## src/rtl/lod_pkg.sv

```systemverilog
// Shared definitions for the leading-one / leading-sign datapath blocks.
package lod_pkg;

  localparam int unsigned LOD_CNT_W = 32;

  function automatic int unsigned clog2(input int unsigned v);
    int unsigned r;
    r = 0;
    for (int unsigned i = 0; i < 32; i++) begin
      if ((32'd1 << i) < v) r = i + 1;
    end
    return r;
  endfunction

  typedef struct packed {
    logic [LOD_CNT_W-1:0] cnt;
    logic                 zero;
  } lod_res_t;

endpackage

```

## src/rtl/lod_tree.sv

```systemverilog
// Combinational recursive leading-zero tree for a power-of-two width W >= 2.
module lod_tree
  import lod_pkg::*;
#(
  parameter int unsigned W = 16
) (
  input  logic [W-1:0]         data_i,
  output logic [clog2(W)-1:0]  cnt_o,
  output logic                 any_o
);

  localparam int unsigned SW = clog2(W);

  generate
    if (W == 2) begin : g_leaf
      assign cnt_o = ~data_i[1];
      assign any_o = |data_i;
    end else begin : g_node
      logic [SW-2:0] cnt_hi;
      logic [SW-2:0] cnt_lo;
      logic          any_hi;
      logic          any_lo;

      lod_tree #(.W(W / 2)) u_hi (
        .data_i (data_i[W-1:W/2]),
        .cnt_o  (cnt_hi),
        .any_o  (any_hi)
      );

      lod_tree #(.W(W / 2)) u_lo (
        .data_i (data_i[W/2-1:0]),
        .cnt_o  (cnt_lo),
        .any_o  (any_lo)
      );

      assign any_o = any_hi | any_lo;
      assign cnt_o = any_hi ? {1'b0, cnt_hi} : {1'b1, cnt_lo};
    end
  endgenerate

endmodule

```

## src/rtl/lod_norm_pipe.sv

```systemverilog
// Two-stage leading-one detector and left normaliser with valid/ready flow control.
// Define LOD_NORM_SIGN_EN to add the in_sign leading-sign (posit regime) mode.
module lod_norm_pipe
  import lod_pkg::*;
#(
  parameter  int unsigned N = 16,
  localparam int unsigned S = clog2(N)
) (
  input  logic         clk,
  input  logic         rst,
  input  logic         in_valid,
  output logic         in_ready,
  input  logic [N-1:0] in_data,
`ifdef LOD_NORM_SIGN_EN
  input  logic         in_sign,
`endif
  output logic         out_valid,
  input  logic         out_ready,
  output logic [S-1:0] out_cnt,
  output logic         out_zero,
  output logic [N-1:0] out_norm
);

  localparam int unsigned P = 1 << S;

  logic         s1_en, s2_en;
  logic         s1_valid_q, s2_valid_q;
  logic [N-1:0] s1_data_q;
  lod_res_t     s1_res_q, s1_res_d;
  logic         s1_ext_q, s1_ext_d;
  logic [S-1:0] out_cnt_q;
  logic         out_zero_q;
  logic [N-1:0] out_norm_q, s2_norm_d;

  logic [N-1:0] scan;
  logic [P-1:0] scan_pad;
  logic [S-1:0] tree_cnt;
  logic         tree_any;

  assign s2_en    = ~s2_valid_q | out_ready;
  assign s1_en    = ~s1_valid_q | s2_en;
  assign in_ready = s1_en;

  // Sign mode inverts a leading run of ones so the same tree measures the run length.
`ifdef LOD_NORM_SIGN_EN
  assign scan = (in_sign && in_data[N-1]) ? ~in_data : in_data;
`else
  assign scan = in_data;
`endif
  assign scan_pad = P'(scan) << (P - N);

  lod_tree #(.W(P)) u_tree (
    .data_i (scan_pad),
    .cnt_o  (tree_cnt),
    .any_o  (tree_any)
  );

  always_comb begin
    s1_res_d      = '0;
    s1_res_d.zero = ~tree_any;
    s1_res_d.cnt  = tree_any ? LOD_CNT_W'(tree_cnt) : LOD_CNT_W'(N - 1);
    s1_ext_d      = 1'b0;
`ifdef LOD_NORM_SIGN_EN
    if (in_sign) begin
      s1_ext_d = 1'b1;
      if (tree_any) s1_res_d.cnt = LOD_CNT_W'(tree_cnt) - LOD_CNT_W'(1);
    end
`endif
  end

  // Shift amounts at or above 2^S flush to zero; the extra bit covers the sign-mode r = cnt+1.
  always_comb begin
    s2_norm_d = s1_data_q;
    for (int unsigned i = 0; i < S; i++) begin
      if (s1_res_q.cnt[i]) s2_norm_d = s2_norm_d << (1 << i);
    end
    if (|s1_res_q.cnt[LOD_CNT_W-1:S]) s2_norm_d = '0;
    if (s1_ext_q) s2_norm_d = s2_norm_d << 1;
  end

  always_ff @(posedge clk or posedge rst) begin
    if (rst) begin
      s1_valid_q <= 1'b0;
      s1_data_q  <= '0;
      s1_res_q   <= '0;
      s1_ext_q   <= 1'b0;
      s2_valid_q <= 1'b0;
      out_cnt_q  <= '0;
      out_zero_q <= 1'b0;
      out_norm_q <= '0;
    end else begin
      if (s1_en) begin
        s1_valid_q <= in_valid;
        s1_data_q  <= in_data;
        s1_res_q   <= s1_res_d;
        s1_ext_q   <= s1_ext_d;
      end
      if (s2_en) begin
        s2_valid_q <= s1_valid_q;
        out_cnt_q  <= s1_res_q.cnt[S-1:0];
        out_zero_q <= s1_res_q.zero;
        out_norm_q <= s2_norm_d;
      end
    end
  end

  assign out_valid = s2_valid_q;
  assign out_cnt   = out_cnt_q;
  assign out_zero  = out_zero_q;
  assign out_norm  = out_norm_q;

endmodule

```

## config.mk

```make
export PLATFORM = sky130hd
export DESIGN_NAME = lod_norm_pipe
export DESIGN_NICKNAME = d
export VERILOG_FILES = /design/src/rtl/lod_pkg.sv /design/src/rtl/lod_tree.sv /design/src/rtl/lod_norm_pipe.sv
export SDC_FILE = /design/constraint.sdc
export NUM_CORES = 1
export LEC_CHECK = 0
export CAP_MARGIN = 10
export CORE_UTILIZATION = 45
export CTS_CLUSTER_SIZE = 30
export DETAILED_ROUTE_END_ITERATION = 12
export PLACE_DENSITY = 0.73
export SYNTH_ARGS = -nofsm -noshare
export SYNTH_HDL_FRONTEND = slang
export SYNTH_SLANG_ARGS = --single-unit
export TNS_END_PERCENT = 30
```

## constraint.sdc

```tcl
create_clock -name clk -period 1.5 [get_ports clk]
set_input_delay 0.225 -clock clk [delete_from_list [all_inputs] [get_ports clk]]
set_output_delay 0.225 -clock clk [all_outputs]
set_load 0.02 [all_outputs]
```

-- Word-level counts from Yosys, hierarchy flattened
Index checks and enable logic that the tools add are counted.
- register bits after elaboration: 72
- input bits: 20
- output and inout bits: 23
- word-level logic and storage cells: 50
- muxes and demuxes: 13
- bitwise gates (word level): 20
- reductions and logical operators: 9
- operators by type and width (cell ; number):
    $mux 16 ; 5
    $reduce_or 28->1 ; 1
    $reduce_or 2->1 ; 8
    $not 1->1 ; 11
    $or 1x1->1 ; 9
    $mux 2 ; 4
    $mux 4 ; 2
    $mux 3 ; 2

-- Depth between registers and ports, before layout
- word-level depth: 5
- depth in mapped cells: 7
- depth with buffers taken out: 5

-- Modules after synthesis
From an unflattened synthesis, not the netlist that was laid out.
- cell total of the unflattened synthesis: 238
- area, all modules: 2504.9 µm²
- modules (own cells, without submodules) (module ; instances ; cells each ; area each (µm²) ; seq. area each (µm²)):
    lod_norm_pipe ; 1 ; 197 ; 2215.9 ; 1101.1
    lod_tree at u_tree.g_node.u_hi.g_node.u_hi ... ; 4 ; 3 ; 25.0 ; 0.0
    lod_tree at u_tree.g_node.u_hi.g_node.u_hi.g_node.u_hi ... ; 8 ; 2 ; 10.0 ; 0.0
    lod_tree at u_tree.g_node.u_hi ... ; 2 ; 4 ; 32.5 ; 0.0
    lod_tree at u_tree ; 1 ; 5 ; 43.8 ; 0.0

-- Least setup slack after synthesis
OpenSTA, ideal clock, no wires.
- path kind: register to register
- from: register s1_res_q[1] in the netlist's numbering
- to: register out_norm_q[14], in the netlist out_norm[14]
- setup time: 0.137 ns
- data arrival time: 1.552 ns
- required time: 1.363 ns
- slack: -0.189 ns
- stages on the path, launching flop included: 6
- path buffers: 1
- period minus slack after synthesis: 1.689 ns
- cell sequence: dfrtp_1 -> buf_2 -> mux4_2 -> and2_1 -> a2111oi_1 -> nor3_2
- word-level cells in the longest chain between the ends: 5
- RTL lines (item ; line ; text):
    start, declared ; lod_norm_pipe.sv:29 ; lod_res_t s1_res_q, s1_res_d;
    start signal, assigned ; lod_norm_pipe.sv:95 ; s1_res_q <= s1_res_d;
    $mux 16 (4 in a row) ; lod_norm_pipe.sv:75 ; if (s1_res_q.cnt[i]) s2_norm_d = s2_norm_d << (1 << i);
    $mux 16 ; lod_norm_pipe.sv:77 ; if (|s1_res_q.cnt[LOD_CNT_W-1:S]) s2_norm_d = '0;
    end signal, assigned ; lod_norm_pipe.sv:102 ; out_norm_q <= s2_norm_d;
    end, declared ; lod_norm_pipe.sv:33 ; logic [N-1:0] out_norm_q, s2_norm_d;
Every way passes these cells.
A chain may end at the register's enable or synchronous reset.

-- Final worst setup path
- from: register s1_res_q[2] in the netlist's numbering
- to: register out_norm_q[14], in the netlist out_norm[14]
- word-level cells in the longest chain between the ends: 4
- RTL lines (item ; line):
    $mux 16 (3 in a row) ; lod_norm_pipe.sv:75
    $mux 16 ; lod_norm_pipe.sv:77
Every way passes these cells.

==> summary.md <==
| Metric | Value |
|---|---|
| Number of vias per cell | `~5.3` |
| Max_slew headroom | `0.751` |
| Placed Area | `0.00325 mm^2` |
| DRC viols | `0` |
| Failing checks | `setup timing` |
| Tot GR Track Use | `0.221` |
| Antenna-violating nets left | `0` |
| Sequential fraction of the synthesis area | `0.461` |
| Net load switching power | `between 1000 and 1500 uW` |
| Proportion of layout cells with a drive suffix above 1 | `0.284` |
| Fin crit period | `~1.7 ns` |
| Final worst-path cycle share | `1.12` |
| Slew @ Worst Pin | `between 0.3 and 0.4 ns` |
| EDFF count, synth | `0` |
| Syn_nets | `~270` |
| Initial antenna violation count | `0` |
| CTS tree | `yes` |
| Crit path max fanout | `18` |
| Initial core utilization | `0.467` |
| Dpl cells | `between 300 and 400` |
| Non-Filler Instances | `between 400 and 500` |
| Routability cong. | `around 0.81` |
| Path depth of the worst reg2reg path | `5` |
| Logic pwr share | `0.366` |
| WL/cell | `roughly 14 um` |
| Final hold slack | `0.296 ns` |
| Register clock-pin slew on the reported worst setup and hold paths | `about 0.080 ns` |
| Chip width | `between 70 and 80 um` |
| CP required | `between 1.5 and 2 ns` |
| Pwr dens | `1010 mW/mm^2` |
| Setup-failing EPs final | `12` |
| Sw Ratio | `0.313` |
| Num rows | `26` |
| Clock Skew | `roughly 0.0056 ns` |
| R2r startpoint | `s1_res_q[2]$_DFFE_PP0P_` |
| Fin area | `between 0.003 and 0.004 mm^2` |
| Syn_area_per_cell | `roughly 9.7 um^2` |
| Port buffer count | `42` |
| Io pins | `43` |
| Flops & latches, synth | `44` |
| CTS buffer count | `5` |
| Most used flip-flop cell after synthesis | `dfrtp_1` |
| Type of the worst min-delay path | `input pin to async pin` |
| Synth unique cells | `38` |
| CP Launch Point | `s1_res_q[2]$_DFFE_PP0P_` |
| Largest net degree at the start of global routing | `45` |
| Initial DRC Count | `79` |
| Max-cap violations | `0` |
| Post-DP HPWL | `between 4 and 5 mm` |
| Vias in the first global route | `around 2k` |
| Fin nets | `between 300 and 400` |
| Antenna diode count | `0` |
| Max Clk Rate | `approximately 600 MHz` |
| Core area | `between 0.005 and 0.006 mm^2` |
| CTS H-tree depth | `2` |
| Synth-to-layout area growth | `45.1%` |
| Crit path kind | `flip-flop to flip-flop` |
| Max VDD drop | `between 400 and 500 uV` |
| Unrepaired setup endpoints after global routing | `yes` |
| Clk pwr share | `0.217` |
| Internal Power | `between 2000 and 2500 uW` |
| Total wire length | `around 5.6 mm` |
| Synthesized area | `roughly 0.0024 mm^2` |
| Die H | `~75 um` |
| Clk sink count | `44` |
| Startpoint types | `flip-flop` |
| Clock Tree Buf Depth | `2` |
| Final WS setup | `-0.173 ns` |
| Via count | `between 2k and 2.5k` |
| Static Leak | `approximately 0.0018 uW` |
| Final Util | `0.678` |
| Pins Over Slew Limit | `0` |
| Pre-antenna DRT Iters | `6` |
| Cells after Synth | `246` |
| Grt ovf | `0` |
| WP data arrival | `1.89 ns` |
| Worst skew pair latency | `roughly 0.30 ns` |
| Status | `finished with violations` |
| Critical Path End Type | `flip-flop` |
| Ys Warns | `0` |
| Asr flop ratio synth | `1.00` |
| Final Hold Viols | `0` |
| Die area | `about 0.0056 mm^2` |
| CTS Root Cell | `clkbuf_8` |
| First-pass GRT wire length | `slightly above 9 mm` |
| Sequential Power Share | `0.417` |
[state kept, by name, indices dropped and copies added (netlist names)]
| signal | cells |
|---|---|
| out_cnt | 4 |
| s1_data_q | 16 |
| s1_valid_q | 1 |
| out_zero | 1 |
| s1_res_q | 5 |
| out_norm | 16 |
| out_valid | 1 |
[cells in the mapped netlist (all sizes together) (2+ instances only)]
master   n  share of area
nand2   73           0.11
dfrtp   44           0.46
mux2i   17          0.071
nor2    16          0.025
a21oi   11          0.026
mux4    10          0.094
nand2b   9          0.024
clkbuf   8          0.013
a22o     7          0.026
buf      7          0.017
inv      5         0.0079
nor3     5          0.013
o21ai    5          0.010
nor2b    4          0.010
nor4     3         0.0079
and2     2         0.0052
mux2     2         0.0094
o221a    2         0.0094
o41ai    2         0.0073
or2      2         0.0052
[final timing paths]
check                                            to  slack (ns)
max                        out_norm[14]$_DFFE_PP0P_       -0.17
min                            out_zero$_DFFE_PP0P_        0.30
max reg2reg                out_norm[14]$_DFFE_PP0P_       -0.17
min reg2reg                  out_cnt[0]$_DFFE_PP0P_        0.46
max in group asynchronous   s1_res_q[2]$_DFFE_PP0P_        0.99
min in group clk             out_cnt[0]$_DFFE_PP0P_        0.46
[power groups by stage]
| stage | Clock (uW) | Combinational [uW] | Sequential [uW] |
|---|---|---|---|
| after floorplan | 0 | 547 | 1600 |
| after global placement | 0 | 1230 | 1470 |
| after detailed placement | 0 | 1250 | 1480 |
| after CTS | 774 | 1270 | 1450 |
| after global routing | 817 | 1380 | 1470 |
| final | 756 | 1270 | 1450 |
[cell type report]
class,instances,area [um^2]
timing repair buffer,95,886
multi-input combinational,182,1280
tap,70,87.6
fill,413,1640
inverter,5,18.8
clock buffer,8,90.1
sequential,44,1100
[kinds of logic after synthesis]
group,synth area share
simple gates,0.215
compound gates,0.112
flops,0.461
buf+inv,0.0372
mux,0.175
[critical path: stages, from the launching register on]
cell,delay [ns]
dfrtp_2,0.43
buf_12,0.16
mux2i_2,0.17
mux4_2,0.50
and3_4,0.20
nor3_2,0.13
[metal layers]
metal  wire [um]  vias to the layer above  GRT usage
li1            -                     1032          -
met1        2500                     1033      0.283
met2        2790                       53      0.377
met3         243                       11     0.0402
met4         102                        0     0.0797
met5           0                        -          0
[timing repair]
item | CTS | global route
hold buffers | 0 | 0
pin swaps | 2 | 0
buffers inserted | 1 | 0
endpoints found under the setup margin | 17 | 38
gates resized for setup | 13 | 31
[placed cells by master (no fill, tap or decap), types with 6 or more instances in the layout]
| cell type | netlist | final |
|---|---|---|
| a21oi_1 | 9 | 8 |
| a22o_1 | 7 | 7 |
| buf_4 | 0 | 52 |
| clkbuf_8 | 0 | 6 |
| clkdlybuf4s50_1 | 0 | 20 |
| dfrtp_1 | 44 | 43 |
| dlymetal6s2s_1 | 0 | 19 |
| mux2i_1 | 17 | 13 |
| mux4_2 | 10 | 10 |
| nand2_1 | 73 | 72 |
| nand2b_1 | 9 | 9 |
| nor2_1 | 16 | 15 |
[stage by stage]
| stage | worst slack [ns] | TNS, ns | total power [uW] |
|---|---|---|---|
| 6_report | -0.173 | -1.24 | 3480 |
| 5_1_grt | -0.227 | -2.10 | 3670 |
| 4_1_cts | -0.163 | -1.27 | 3500 |
| 3_5_place_dp | -0.391 | -5.28 | 2730 |
| 3_3_place_gp | -0.394 | -4.65 | 2700 |
| 2_1_floorplan | -0.0475 | -0.240 | 2150 |
Power figures use the tool's default switching activity.
